## src/rtl/spartan_initiator_pkg.sv

```systemverilog
// Shared Spartan bus definitions: type codes, header field positions, FSM states
// and the ID-width derivation used by every initiator.
package spartan_pkg;

    localparam logic [1:0] SP_RD_HDR    = 2'b00;
    localparam logic [1:0] SP_WR_HDR    = 2'b01;
    localparam logic [1:0] SP_DATA      = 2'b10;
    localparam logic [1:0] SP_DATA_LAST = 2'b11;

    localparam int SP_ADDR_LSB = 0;
    localparam int SP_ADDR_MSB = 31;
    localparam int SP_LEN_LSB  = 32;
    localparam int SP_LEN_MSB  = 35;
    localparam int SP_INC_BIT  = 39;
    localparam int SP_ID_LSB   = 41;

    typedef enum logic [2:0] {
        IDLE,
        RHDR,
        RRSP,
        RDAT,
        WHDR,
        WDAT,
        WRSP
    } sp_state_e;

    // ID occupies whatever is left between bit 41 and the mask field.
    function automatic int sp_idw(input int bwidth);
        return bwidth - (bwidth / 8) - 41;
    endfunction

endpackage

```

## src/rtl/spartan_initiator_if.sv

```systemverilog
// Local command / write-data / read-return signals plus the Spartan master and
// response buses of one initiator. master = initiator view, slave = environment view.
interface spartan_initiator_if
    import spartan_pkg::*;
#(
    parameter int BWIDTH = 64,
    parameter int IDW    = sp_idw(BWIDTH)
) ();

    logic                  CMD_VLD;
    logic                  CMD_RDY;
    logic                  CMD_WR;
    logic [31:0]           CMD_ADDR;
    logic [3:0]            CMD_LEN;
    logic                  CMD_INC;
    logic [IDW-1:0]        CMD_ID;
    logic [BWIDTH/8-1:0]   CMD_MASK;

    logic                  WD_VLD;
    logic                  WD_RDY;
    logic [BWIDTH-1:0]     WD_DATA;

    logic                  RD_VLD;
    logic [BWIDTH-1:0]     RD_DATA;
    logic                  RD_LAST;

    logic                  DONE;
    logic [IDW-1:0]        DONE_ID;
    logic                  ERR;

    logic [BWIDTH+1:0]     SpMBUS;
    logic                  SpMVLD;
    logic                  SpMRDY;
    logic [BWIDTH+1:0]     SpSBUS;
    logic                  SpSVLD;
    logic                  SpSRDY;

    modport master (
        input  CMD_VLD, CMD_WR, CMD_ADDR, CMD_LEN, CMD_INC, CMD_ID, CMD_MASK,
        output CMD_RDY,
        input  WD_VLD, WD_DATA,
        output WD_RDY,
        output RD_VLD, RD_DATA, RD_LAST,
        output DONE, DONE_ID, ERR,
        output SpMBUS, SpMVLD,
        input  SpMRDY,
        input  SpSBUS, SpSVLD,
        output SpSRDY
    );

    modport slave (
        output CMD_VLD, CMD_WR, CMD_ADDR, CMD_LEN, CMD_INC, CMD_ID, CMD_MASK,
        input  CMD_RDY,
        output WD_VLD, WD_DATA,
        input  WD_RDY,
        input  RD_VLD, RD_DATA, RD_LAST,
        input  DONE, DONE_ID, ERR,
        input  SpMBUS, SpMVLD,
        output SpMRDY,
        output SpSBUS, SpSVLD,
        input  SpSRDY
    );

endinterface

```

## src/rtl/spartan_initiator_hdr_pack.sv

```systemverilog
// Combinational Spartan request-header packer shared by the initiators.
module spartan_hdr_pack
    import spartan_pkg::*;
#(
    parameter int BWIDTH = 64,
    parameter int IDW    = sp_idw(BWIDTH)
) (
    input  logic                is_wr,
    input  logic [31:0]         addr,
    input  logic [3:0]          len,
    input  logic                inc,
    input  logic [IDW-1:0]      id,
    input  logic [BWIDTH/8-1:0] mask,
    output logic [BWIDTH+1:0]   hdr
);

    always_comb begin
        hdr = '0;
        hdr[BWIDTH+1:BWIDTH]         = is_wr ? SP_WR_HDR : SP_RD_HDR;
        hdr[SP_ADDR_MSB:SP_ADDR_LSB] = addr;
        hdr[SP_LEN_MSB:SP_LEN_LSB]   = len;
        hdr[SP_INC_BIT]              = inc;
        hdr[SP_ID_LSB +: IDW]        = id;
        hdr[BWIDTH-1 -: BWIDTH/8]    = is_wr ? mask : '0;
    end

endmodule

```

## src/rtl/spartan_initiator.sv

```systemverilog
// Spartan bus initiator: one outstanding read or write burst at a time.
// Optional response watchdog enabled by defining SPARTAN_INITIATOR_TIMEOUT_EN.
module spartan_initiator
    import spartan_pkg::*;
#(
    parameter int BWIDTH = 64,
    parameter int IDW    = sp_idw(BWIDTH)
) (
    input  logic CLK,
    input  logic RST,
    spartan_initiator_if.master bus
);

    localparam int MW = BWIDTH / 8;

    if (BWIDTH != 64 && BWIDTH != 128 && BWIDTH != 256) begin : g_bad_width
        $error("spartan_initiator: BWIDTH must be 64, 128 or 256");
    end

    sp_state_e         state_q, state_d;

    logic              wr_q;
    logic [31:0]       addr_q;
    logic [3:0]        len_q;
    logic              inc_q;
    logic [IDW-1:0]    id_q;
    logic [MW-1:0]     mask_q;

    logic [3:0]        wcnt_q;
    logic [4:0]        rcnt_q;
    logic              done_q;
    logic [IDW-1:0]    done_id_q;
    logic              err_q;

    logic [BWIDTH+1:0] hdr;
    logic [1:0]        rsp_type;
    logic [IDW-1:0]    rsp_id;
    logic              cmd_fire;
    logic              rsp_fire;
    logic              timeout;

    logic              set_err;
    logic              set_done;
    logic              latch_id;
    logic [IDW-1:0]    id_d;
    logic              rcnt_inc;
    logic              wcnt_load;
    logic              wcnt_dec;

    assign rsp_type = bus.SpSBUS[BWIDTH+1:BWIDTH];
    assign rsp_id   = bus.SpSBUS[SP_ID_LSB +: IDW];
    assign cmd_fire = bus.CMD_VLD && (state_q == IDLE);
    assign rsp_fire = bus.SpSVLD && bus.SpSRDY;

    assign bus.DONE    = done_q;
    assign bus.DONE_ID = done_id_q;
    assign bus.ERR     = err_q;

    spartan_hdr_pack #(
        .BWIDTH (BWIDTH),
        .IDW    (IDW)
    ) u_hdr (
        .is_wr (wr_q),
        .addr  (addr_q),
        .len   (len_q),
        .inc   (inc_q),
        .id    (id_q),
        .mask  (mask_q),
        .hdr   (hdr)
    );

`ifdef SPARTAN_INITIATOR_TIMEOUT_EN
    logic [15:0] to_cnt_q;
    logic        waiting;

    assign waiting = (state_q == RRSP) || (state_q == RDAT) || (state_q == WRSP);
    assign timeout = waiting && (to_cnt_q == 16'hFFFF);

    always_ff @(posedge CLK) begin
        if (RST || !waiting || rsp_fire) begin
            to_cnt_q <= '0;
        end else begin
            to_cnt_q <= to_cnt_q + 16'd1;
        end
    end
`else
    assign timeout = 1'b0;
`endif

    always_ff @(posedge CLK) begin
        if (RST) begin
            state_q <= IDLE;
        end else begin
            state_q <= state_d;
        end
    end

    always_comb begin
        state_d     = state_q;
        bus.CMD_RDY = 1'b0;
        bus.WD_RDY  = 1'b0;
        bus.RD_VLD  = 1'b0;
        bus.RD_DATA = '0;
        bus.RD_LAST = 1'b0;
        bus.SpMVLD  = 1'b0;
        bus.SpMBUS  = '0;
        bus.SpSRDY  = 1'b0;
        set_err     = 1'b0;
        set_done    = 1'b0;
        latch_id    = 1'b0;
        id_d        = rsp_id;
        rcnt_inc    = 1'b0;
        wcnt_load   = 1'b0;
        wcnt_dec    = 1'b0;

        case (state_q)
            IDLE: begin
                bus.CMD_RDY = 1'b1;
                if (bus.CMD_VLD) begin
                    state_d = bus.CMD_WR ? WHDR : RHDR;
                end
            end
            RHDR: begin
                bus.SpMVLD = 1'b1;
                bus.SpMBUS = hdr;
                if (bus.SpMRDY) begin
                    state_d = RRSP;
                end
            end
            RRSP: begin
                bus.SpSRDY = 1'b1;
                if (bus.SpSVLD) begin
                    if (rsp_type == SP_WR_HDR) begin
                        latch_id = 1'b1;
                        state_d  = RDAT;
                    end else begin
                        set_err = 1'b1;
                    end
                end
            end
            RDAT: begin
                bus.SpSRDY = 1'b1;
                if (bus.SpSVLD) begin
                    if (rsp_type[1]) begin
                        bus.RD_VLD  = 1'b1;
                        bus.RD_DATA = bus.SpSBUS[BWIDTH-1:0];
                        rcnt_inc    = 1'b1;
                        // rcnt_q is the number of beats already delivered
                        if (rsp_type == SP_DATA_LAST) begin
                            bus.RD_LAST = 1'b1;
                            set_done    = 1'b1;
                            state_d     = IDLE;
                            set_err     = (rcnt_q < {1'b0, len_q});
                        end else begin
                            set_err     = (rcnt_q > {1'b0, len_q});
                        end
                    end else begin
                        set_err = 1'b1;
                    end
                end
            end
            WHDR: begin
                bus.SpMVLD = 1'b1;
                bus.SpMBUS = hdr;
                if (bus.SpMRDY) begin
                    wcnt_load = 1'b1;
                    state_d   = WDAT;
                end
            end
            WDAT: begin
                bus.SpMVLD = bus.WD_VLD;
                bus.WD_RDY = bus.SpMRDY;
                if (bus.WD_VLD) begin
                    bus.SpMBUS = {(wcnt_q == 4'd0) ? SP_DATA_LAST : SP_DATA, bus.WD_DATA};
                    if (bus.SpMRDY) begin
                        wcnt_dec = 1'b1;
                        if (wcnt_q == 4'd0) begin
                            state_d = WRSP;
                        end
                    end
                end
            end
            WRSP: begin
                bus.SpSRDY = 1'b1;
                if (bus.SpSVLD && (rsp_type == SP_RD_HDR)) begin
                    latch_id = 1'b1;
                    set_done = 1'b1;
                    state_d  = IDLE;
                end
            end
            default: begin
                state_d = IDLE;
            end
        endcase

        // Watchdog expiry abandons the transaction and reports the issued ID.
        if (timeout) begin
            set_err  = 1'b1;
            set_done = 1'b1;
            latch_id = 1'b1;
            id_d     = id_q;
            state_d  = IDLE;
        end
    end

    always_ff @(posedge CLK) begin
        if (RST) begin
            wr_q      <= 1'b0;
            addr_q    <= '0;
            len_q     <= '0;
            inc_q     <= 1'b0;
            id_q      <= '0;
            mask_q    <= '0;
            wcnt_q    <= '0;
            rcnt_q    <= '0;
            done_q    <= 1'b0;
            done_id_q <= '0;
            err_q     <= 1'b0;
        end else begin
            if (cmd_fire) begin
                wr_q   <= bus.CMD_WR;
                addr_q <= bus.CMD_ADDR;
                len_q  <= bus.CMD_LEN;
                inc_q  <= bus.CMD_INC;
                id_q   <= bus.CMD_ID;
                mask_q <= bus.CMD_MASK;
            end

            if (wcnt_load) begin
                wcnt_q <= len_q;
            end else if (wcnt_dec) begin
                wcnt_q <= wcnt_q - 4'd1;
            end

            if (cmd_fire) begin
                rcnt_q <= '0;
            end else if (rcnt_inc && (rcnt_q != '1)) begin
                rcnt_q <= rcnt_q + 5'd1;
            end

            done_q <= set_done;
            if (latch_id) begin
                done_id_q <= id_d;
            end
            if (set_err || (latch_id && (id_d != id_q))) begin
                err_q <= 1'b1;
            end
        end
    end

endmodule

```

## src/flat_wrapper.sv

```systemverilog
// flat-port wrapper written by rule: the top's interface ports become plain ports
module spartan_initiator_flat import spartan_pkg::*;
#(
    parameter int BWIDTH = 64,
    parameter int IDW    = sp_idw(BWIDTH)
)
  (CLK, RST, bus_CMD_VLD, bus_CMD_WR, bus_CMD_ADDR, bus_CMD_LEN, bus_CMD_INC, bus_CMD_ID, bus_CMD_MASK, bus_CMD_RDY, bus_WD_VLD, bus_WD_DATA, bus_WD_RDY, bus_RD_VLD, bus_RD_DATA, bus_RD_LAST, bus_DONE, bus_DONE_ID, bus_ERR, bus_SpMBUS, bus_SpMVLD, bus_SpMRDY, bus_SpSBUS, bus_SpSVLD, bus_SpSRDY);
  spartan_initiator_if #(.BWIDTH(BWIDTH), .IDW(IDW)) bus_i ();
  input  logic CLK;
  input  logic RST;
  input wire logic [$bits(bus_i.CMD_VLD)-1:0] bus_CMD_VLD;
  input wire logic [$bits(bus_i.CMD_WR)-1:0] bus_CMD_WR;
  input wire logic [$bits(bus_i.CMD_ADDR)-1:0] bus_CMD_ADDR;
  input wire logic [$bits(bus_i.CMD_LEN)-1:0] bus_CMD_LEN;
  input wire logic [$bits(bus_i.CMD_INC)-1:0] bus_CMD_INC;
  input wire logic [$bits(bus_i.CMD_ID)-1:0] bus_CMD_ID;
  input wire logic [$bits(bus_i.CMD_MASK)-1:0] bus_CMD_MASK;
  output wire logic [$bits(bus_i.CMD_RDY)-1:0] bus_CMD_RDY;
  input wire logic [$bits(bus_i.WD_VLD)-1:0] bus_WD_VLD;
  input wire logic [$bits(bus_i.WD_DATA)-1:0] bus_WD_DATA;
  output wire logic [$bits(bus_i.WD_RDY)-1:0] bus_WD_RDY;
  output wire logic [$bits(bus_i.RD_VLD)-1:0] bus_RD_VLD;
  output wire logic [$bits(bus_i.RD_DATA)-1:0] bus_RD_DATA;
  output wire logic [$bits(bus_i.RD_LAST)-1:0] bus_RD_LAST;
  output wire logic [$bits(bus_i.DONE)-1:0] bus_DONE;
  output wire logic [$bits(bus_i.DONE_ID)-1:0] bus_DONE_ID;
  output wire logic [$bits(bus_i.ERR)-1:0] bus_ERR;
  output wire logic [$bits(bus_i.SpMBUS)-1:0] bus_SpMBUS;
  output wire logic [$bits(bus_i.SpMVLD)-1:0] bus_SpMVLD;
  input wire logic [$bits(bus_i.SpMRDY)-1:0] bus_SpMRDY;
  input wire logic [$bits(bus_i.SpSBUS)-1:0] bus_SpSBUS;
  input wire logic [$bits(bus_i.SpSVLD)-1:0] bus_SpSVLD;
  output wire logic [$bits(bus_i.SpSRDY)-1:0] bus_SpSRDY;
  assign bus_i.CMD_VLD = bus_CMD_VLD;
  assign bus_i.CMD_WR = bus_CMD_WR;
  assign bus_i.CMD_ADDR = bus_CMD_ADDR;
  assign bus_i.CMD_LEN = bus_CMD_LEN;
  assign bus_i.CMD_INC = bus_CMD_INC;
  assign bus_i.CMD_ID = bus_CMD_ID;
  assign bus_i.CMD_MASK = bus_CMD_MASK;
  assign bus_CMD_RDY = bus_i.CMD_RDY;
  assign bus_i.WD_VLD = bus_WD_VLD;
  assign bus_i.WD_DATA = bus_WD_DATA;
  assign bus_WD_RDY = bus_i.WD_RDY;
  assign bus_RD_VLD = bus_i.RD_VLD;
  assign bus_RD_DATA = bus_i.RD_DATA;
  assign bus_RD_LAST = bus_i.RD_LAST;
  assign bus_DONE = bus_i.DONE;
  assign bus_DONE_ID = bus_i.DONE_ID;
  assign bus_ERR = bus_i.ERR;
  assign bus_SpMBUS = bus_i.SpMBUS;
  assign bus_SpMVLD = bus_i.SpMVLD;
  assign bus_i.SpMRDY = bus_SpMRDY;
  assign bus_i.SpSBUS = bus_SpSBUS;
  assign bus_i.SpSVLD = bus_SpSVLD;
  assign bus_SpSRDY = bus_i.SpSRDY;
  spartan_initiator #(.BWIDTH(BWIDTH), .IDW(IDW)) u_core (.CLK(CLK), .RST(RST), .bus(bus_i));
endmodule
```

## config.mk

```make
export PLATFORM = sky130hd
export DESIGN_NAME = spartan_initiator_flat
export DESIGN_NICKNAME = d
export VERILOG_FILES = /design/src/rtl/spartan_initiator_pkg.sv /design/src/rtl/spartan_initiator_if.sv /design/src/rtl/spartan_initiator_hdr_pack.sv /design/src/rtl/spartan_initiator.sv /design/src/flat_wrapper.sv
export SDC_FILE = /design/constraint.sdc
export NUM_CORES = 1
export LEC_CHECK = 0
export BUFFER_PORTS_ARGS = -buffer_cell sky130_fd_sc_hd__buf_2
export CAP_MARGIN = 10
export CELL_PAD_IN_SITES_DETAIL_PLACEMENT = 0
export CELL_PAD_IN_SITES_GLOBAL_PLACEMENT = 1
export CORE_MARGIN = 5
export CORE_UTILIZATION = 28
export DETAILED_ROUTE_END_ITERATION = 12
export PLACE_DENSITY_LB_ADDON = 0.1
export REMOVE_ABC_BUFFERS = 1
export SETUP_SLACK_MARGIN = 0.3
export SLEW_MARGIN = 10
export SYNTH_ARGS = -nofsm -noshare
export SYNTH_HDL_FRONTEND = slang
export SYNTH_SLANG_ARGS = --single-unit
```

## constraint.sdc

```tcl
create_clock -name CLK -period 2.37 [get_ports CLK]
set_clock_uncertainty 0.15 [all_clocks]
set_input_delay 0.237 -clock CLK [delete_from_list [all_inputs] [get_ports CLK]]
set_output_delay 0.237 -clock CLK [all_outputs]
set_load 0.03 [all_outputs]
```

==> impl_table.tex <==
\begin{tabular}{lr}
\hline
Metric & Value \\
\hline
\multicolumn{2}{l}{\textbf{Clock tree}} \\
\quad Number of buffers added by the clock tree synthesis step & 9 \\
\quad Clock latency of the later-clocked register in the worst-skew pair & 0.35 ns \\
\quad Number of clock sinks seen by CTS & 90 \\
\quad TritonCTS clock tree & yes \\
\quad H-tree levels & 3 \\
\quad Clock Tree Root & clkbuf\_16 \\
\quad Reg clk slew, reported paths & 0.07 ns \\
\quad Clock Path Buffers & 2 \\
\multicolumn{2}{l}{\textbf{STA}} \\
\quad Final period demand of the worst path & 2.15 ns \\
\quad RSZ-0062 raised after global routing & true \\
\quad Peak Freq & around 460 MHz \\
\quad Pins over their slew limit & 0 \\
\quad Max-Slew Margin vs Limit & 69.4\% \\
\quad Transition at the pin with the smallest max-transition slack & 0.456 ns \\
\quad Fin. Hold Viols & 0 \\
\quad Final critical-path share of the clock period & 90.7\% \\
\quad Endpoints failing setup & 0 \\
\multicolumn{2}{l}{\textbf{Setup path}} \\
\quad WP data required & 1.98 ns \\
\quad Worst reg2reg path startpoint & u\_core.rcnt\_q[0] \\
\quad Critical path fanouts, max & 10 \\
\quad Start point of the critical path & u\_core.state\_q[0] \\
\quad Critical path capture point type & output pin \\
\quad Worst path arrival time & 1.76 ns \\
\quad Setup CP Type & reg2out \\
\quad Startpoint type of the worst setup path & register \\
\multicolumn{2}{l}{\textbf{Hold path}} \\
\quad Hold Path Class & in2reg \\
\quad Start point of the worst min-delay path & bus\_CMD\_ID[9] \\
\multicolumn{2}{l}{\textbf{Route}} \\
\quad DR top layer & met4 \\
\quad Total Routed Length & 23,600 µm \\
\quad Antenna-violating nets left & 0 \\
\quad Vias per inst & 4.76 \\
\quad Average wire length per cell after detail routing & 18.8 µm \\
\quad Met2 Routed Length & 12,100 µm \\
\quad Total iterations of the first detailed-routing run & 6 \\
\quad Wire length on met1 & 9140 µm \\
\quad Violation count after the first detailed-routing iteration & roughly 230 \\
\quad Remaining routing DRC violations & 0 \\
\quad Vias post-DR & 5,976 \\
\quad Detail Route met3 WL & 1760 µm \\
\multicolumn{2}{l}{\textbf{Global routing}} \\
\quad Initial antenna violation count & 1 \\
\quad Maximum number of pins on one net before global-route repair & 76 \\
\quad First-pass GRT wire length & 32,600 µm \\
\quad Vias in the first global route & between 5,000 and 6,000 \\
\quad Tot GR Track Use & 20.7\% \\
\quad GRT Residual Overflow & 0 \\
\multicolumn{2}{l}{\textbf{Synth}} \\
\quad Synthesis-stage register bit count & 90 \\
\quad Sequential-to-total area share from yosys stat & 36.8\% \\
\quad Instance count of the mapped netlist & 618 \\
\quad Post-Synthesis Cell Area & 0.00489 mm² \\
\quad Area share of the largest cell type after synthesis & 36.8\% \\
\quad Netlist cell types & 45 \\
\quad Cell taking the most area after synthesis & dfxtp\_1 \\
\quad Synthesized area per cell & 7.92 µm² \\
\quad Synth warnings & 0 \\
\quad Dominant cells by area after synthesis & dfxtp\_1 37\%, nand2\_1 10\%, a22o\_1 10\% \\
\multicolumn{2}{l}{\textbf{Pwr}} \\
\quad Pwr/cell area & 556 mW/mm² \\
\quad Part of the power in registers & 35.3\% \\
\quad Part of the power in combinational logic & between 30 and 40\% \\
\quad Sw frac & 33.3\% \\
\quad Worst IR drop on VDD & 0.304 mV \\
\quad Switching pwr & 1.67 mW \\
\quad Leakage power & $\sim$4.3 nW \\
\quad Total power & just over 5 mW \\
\quad Cell internal power dissipation & 3.35 mW \\
\quad Clock network fraction of total power & between 30\% and 40\% \\
\multicolumn{2}{l}{\textbf{Cells and area}} \\
\quad Synthesis-to-finish area growth & 84.9\% \\
\quad Number of inserted filler cells in the final layout & roughly 1,700 \\
\quad Cell area after layout & 0.00904 mm² \\
\quad Final core area utilization & a little over half \\
\quad Antenna fix cells & 0 \\
\quad Number of nets at the end of the flow & $\sim$1,200 \\
\quad Share of cells above drive strength 1 & 45.0\% \\
\multicolumn{2}{l}{\textbf{Placed design}} \\
\quad Count of input and output buffers & between 300 and 400 \\
\quad Post-DP HPWL & between 15,000 and 20,000 µm \\
\quad Routability congestion estimate & 0.830 \\
\quad Post-detailed-placement cell area & $\sim$0.0069 mm² \\
\multicolumn{2}{l}{\textbf{Floorplan}} \\
\quad Top-level I/O count & 350 \\
\quad Placeable Area & $\sim$0.017 mm² \\
\quad Number of standard-cell rows in the floorplan & 48 \\
\quad Die H & about 140 µm \\
\quad Initial standard-cell utilization of the core & 28.4\% \\
\quad Die area & slightly above 0.02 mm² \\
\quad Die outline width & 142 µm \\
\multicolumn{2}{l}{\textbf{Run}} \\
\quad Maxcap violations & 0 \\
\multicolumn{2}{l}{\textbf{Run status}} \\
\quad Result of the run & finished clean \\
\hline
\end{tabular}
## worst max-delay path: stages (launching register included)
cell and delay [ns]:
dfxtp_4 0.37, nand2b_4 0.16, a21oi_4 0.26, buf_12 0.17, clkbuf_16 0.15, a22o_1 0.16, buf_6 0.13
## power by group through the flow
stage | logic [mW] | registers (mW) | clock network (mW)
after floorplan | 0.731 | 1.77 | 0
after global placement | 1.32 | 1.80 | 0
after detailed placement | 1.31 | 1.80 | 0
after CTS | 1.55 | 1.77 | 1.64
after global routing | 1.81 | 1.79 | 1.71
final | 1.67 | 1.77 | 1.59
## what timing repair did
action                                  4_1_cts  5_1_grt
resized for setup                           149      111
pin swaps                                     3       47
cloned                                        4        9
setup buffers                                 7        7
hold endpoints to repair                     60        0
hold buffers                                 60        0
endpoints found under the setup margin      132      132
## flip-flops by register name, indices dropped and copies added, names as in the netlist
| name | flops |
|---|---|
| u_core.addr_q | 32 |
| u_core.bus.DONE | 1 |
| u_core.bus.DONE_ID | 15 |
| u_core.bus.ERR | 1 |
| u_core.id_q | 15 |
| u_core.inc_q | 1 |
| u_core.len_q | 4 |
| u_core.mask_q | 8 |
| u_core.rcnt_q | 5 |
| u_core.state_q | 3 |
| u_core.wcnt_q | 4 |
| u_core.wr_q | 1 |
## cells in the mapped netlist (all sizes together)
library cell  number
a221oi             1
a22oi              2
ha                 8
a22o              56
inv               13
nand4bb            1
o22ai              1
a31o               1
o22a               1
and3               1
or2                1
nand2b             4
xor2               3
and2              71
o311ai             1
o211ai             1
nand4b             2
a32o               9
nand4              6
o221ai             1
a21oi             70
dfxtp             90
xnor2             16
a2111oi            1
nand3              2
clkbuf            26
a21o               2
nor2              25
o21ai              7
nand2            134
buf               26
nor3b              3
nor3              11
o21ba              1
mux2i             18
nor4               1
o2111ai            1
## path summary, 6_finish.rpt
kind,to,slack [ns],depth (start not counted)
worst max-delay path,bus_SpMBUS[5],0.22,6
worst min-delay path,u_core.id_q[9],0.02,3
worst max register to register,u_core.rcnt_q[3],0.48,7
worst min register to register,u_core.addr_q[20],0.31,2
## logic make-up (layout without fill, tap and decap cells)
group / Yosys count / after routing / synth area share (%)
AOI/OAI and AO/OA: 156 / 156 / 22.2
xor gates and xnor gates: 19 / 19 / 3.40
adders and majority gates: 8 / 8 / 2.05
buffers and inverters: 65 / 477 / 5.86
DFF: 90 / 90 / 36.8
muxes: 18 / 18 / 3.68
and+or+nand+nor: 262 / 262 / 26.0
## metrics by stage
step | setup TNS (ns) | instances | hold WS (ns) | setup WS, ns
2_1_floorplan | -125.25 | 566 | 0.156 | -0.989
3_3_place_gp | 0 | 1152 | 0.300 | 0.442
3_5_place_dp | 0 | 1152 | 0.302 | 0.427
4_1_cts | 0 | 1239 | 0.00356 | 0.228
5_1_grt | 0 | 1255 | 0.0206 | 0.154
6_report | 0 | 1255 | 0.0203 | 0.219
## layout by cell type (no fill, tap or decap), types with 3 or more instances in the layout
cell             n
buf_4           35
dfxtp_4          3
buf_12          13
nand2b_1         3
buf_16           4
nand2_1        132
xnor2_1         16
inv_1           11
nor3_2           3
and2_4          37
buf_6           80
and2_1          33
nor3b_1          3
clkbuf_16       17
nand4_1          5
nor3_1           7
clkbuf_4         9
a21oi_1         69
xor2_1           3
mux2i_1         18
nor2_1          23
buf_2          237
o21ai_0          7
dfxtp_1         87
ha_1             8
a22o_1          56
a32o_1           8
dlygate4sd3_1   60
## layer usage
metal / track usage [%] / vias up
li1: - / 2939
met2: 37.7 / 260
met5: 0 / -
met4: 7.58 / 0
met1: 23.6 / 2751
met3: 4.81 / 26
## final cells by class
cell class	count	area (µm²)	area share, %
repair buffers	448	3620	40.0
multi-input cells	463	2950	32.6
inverters	13	56.3	0.622
flip-flops and latches	90	1810	20.0
clock inverters	6	88.8	0.982
clock buffers	10	239	2.64
well taps	225	282	3.11
Note: power is estimated with default switching activity, not from simulation.
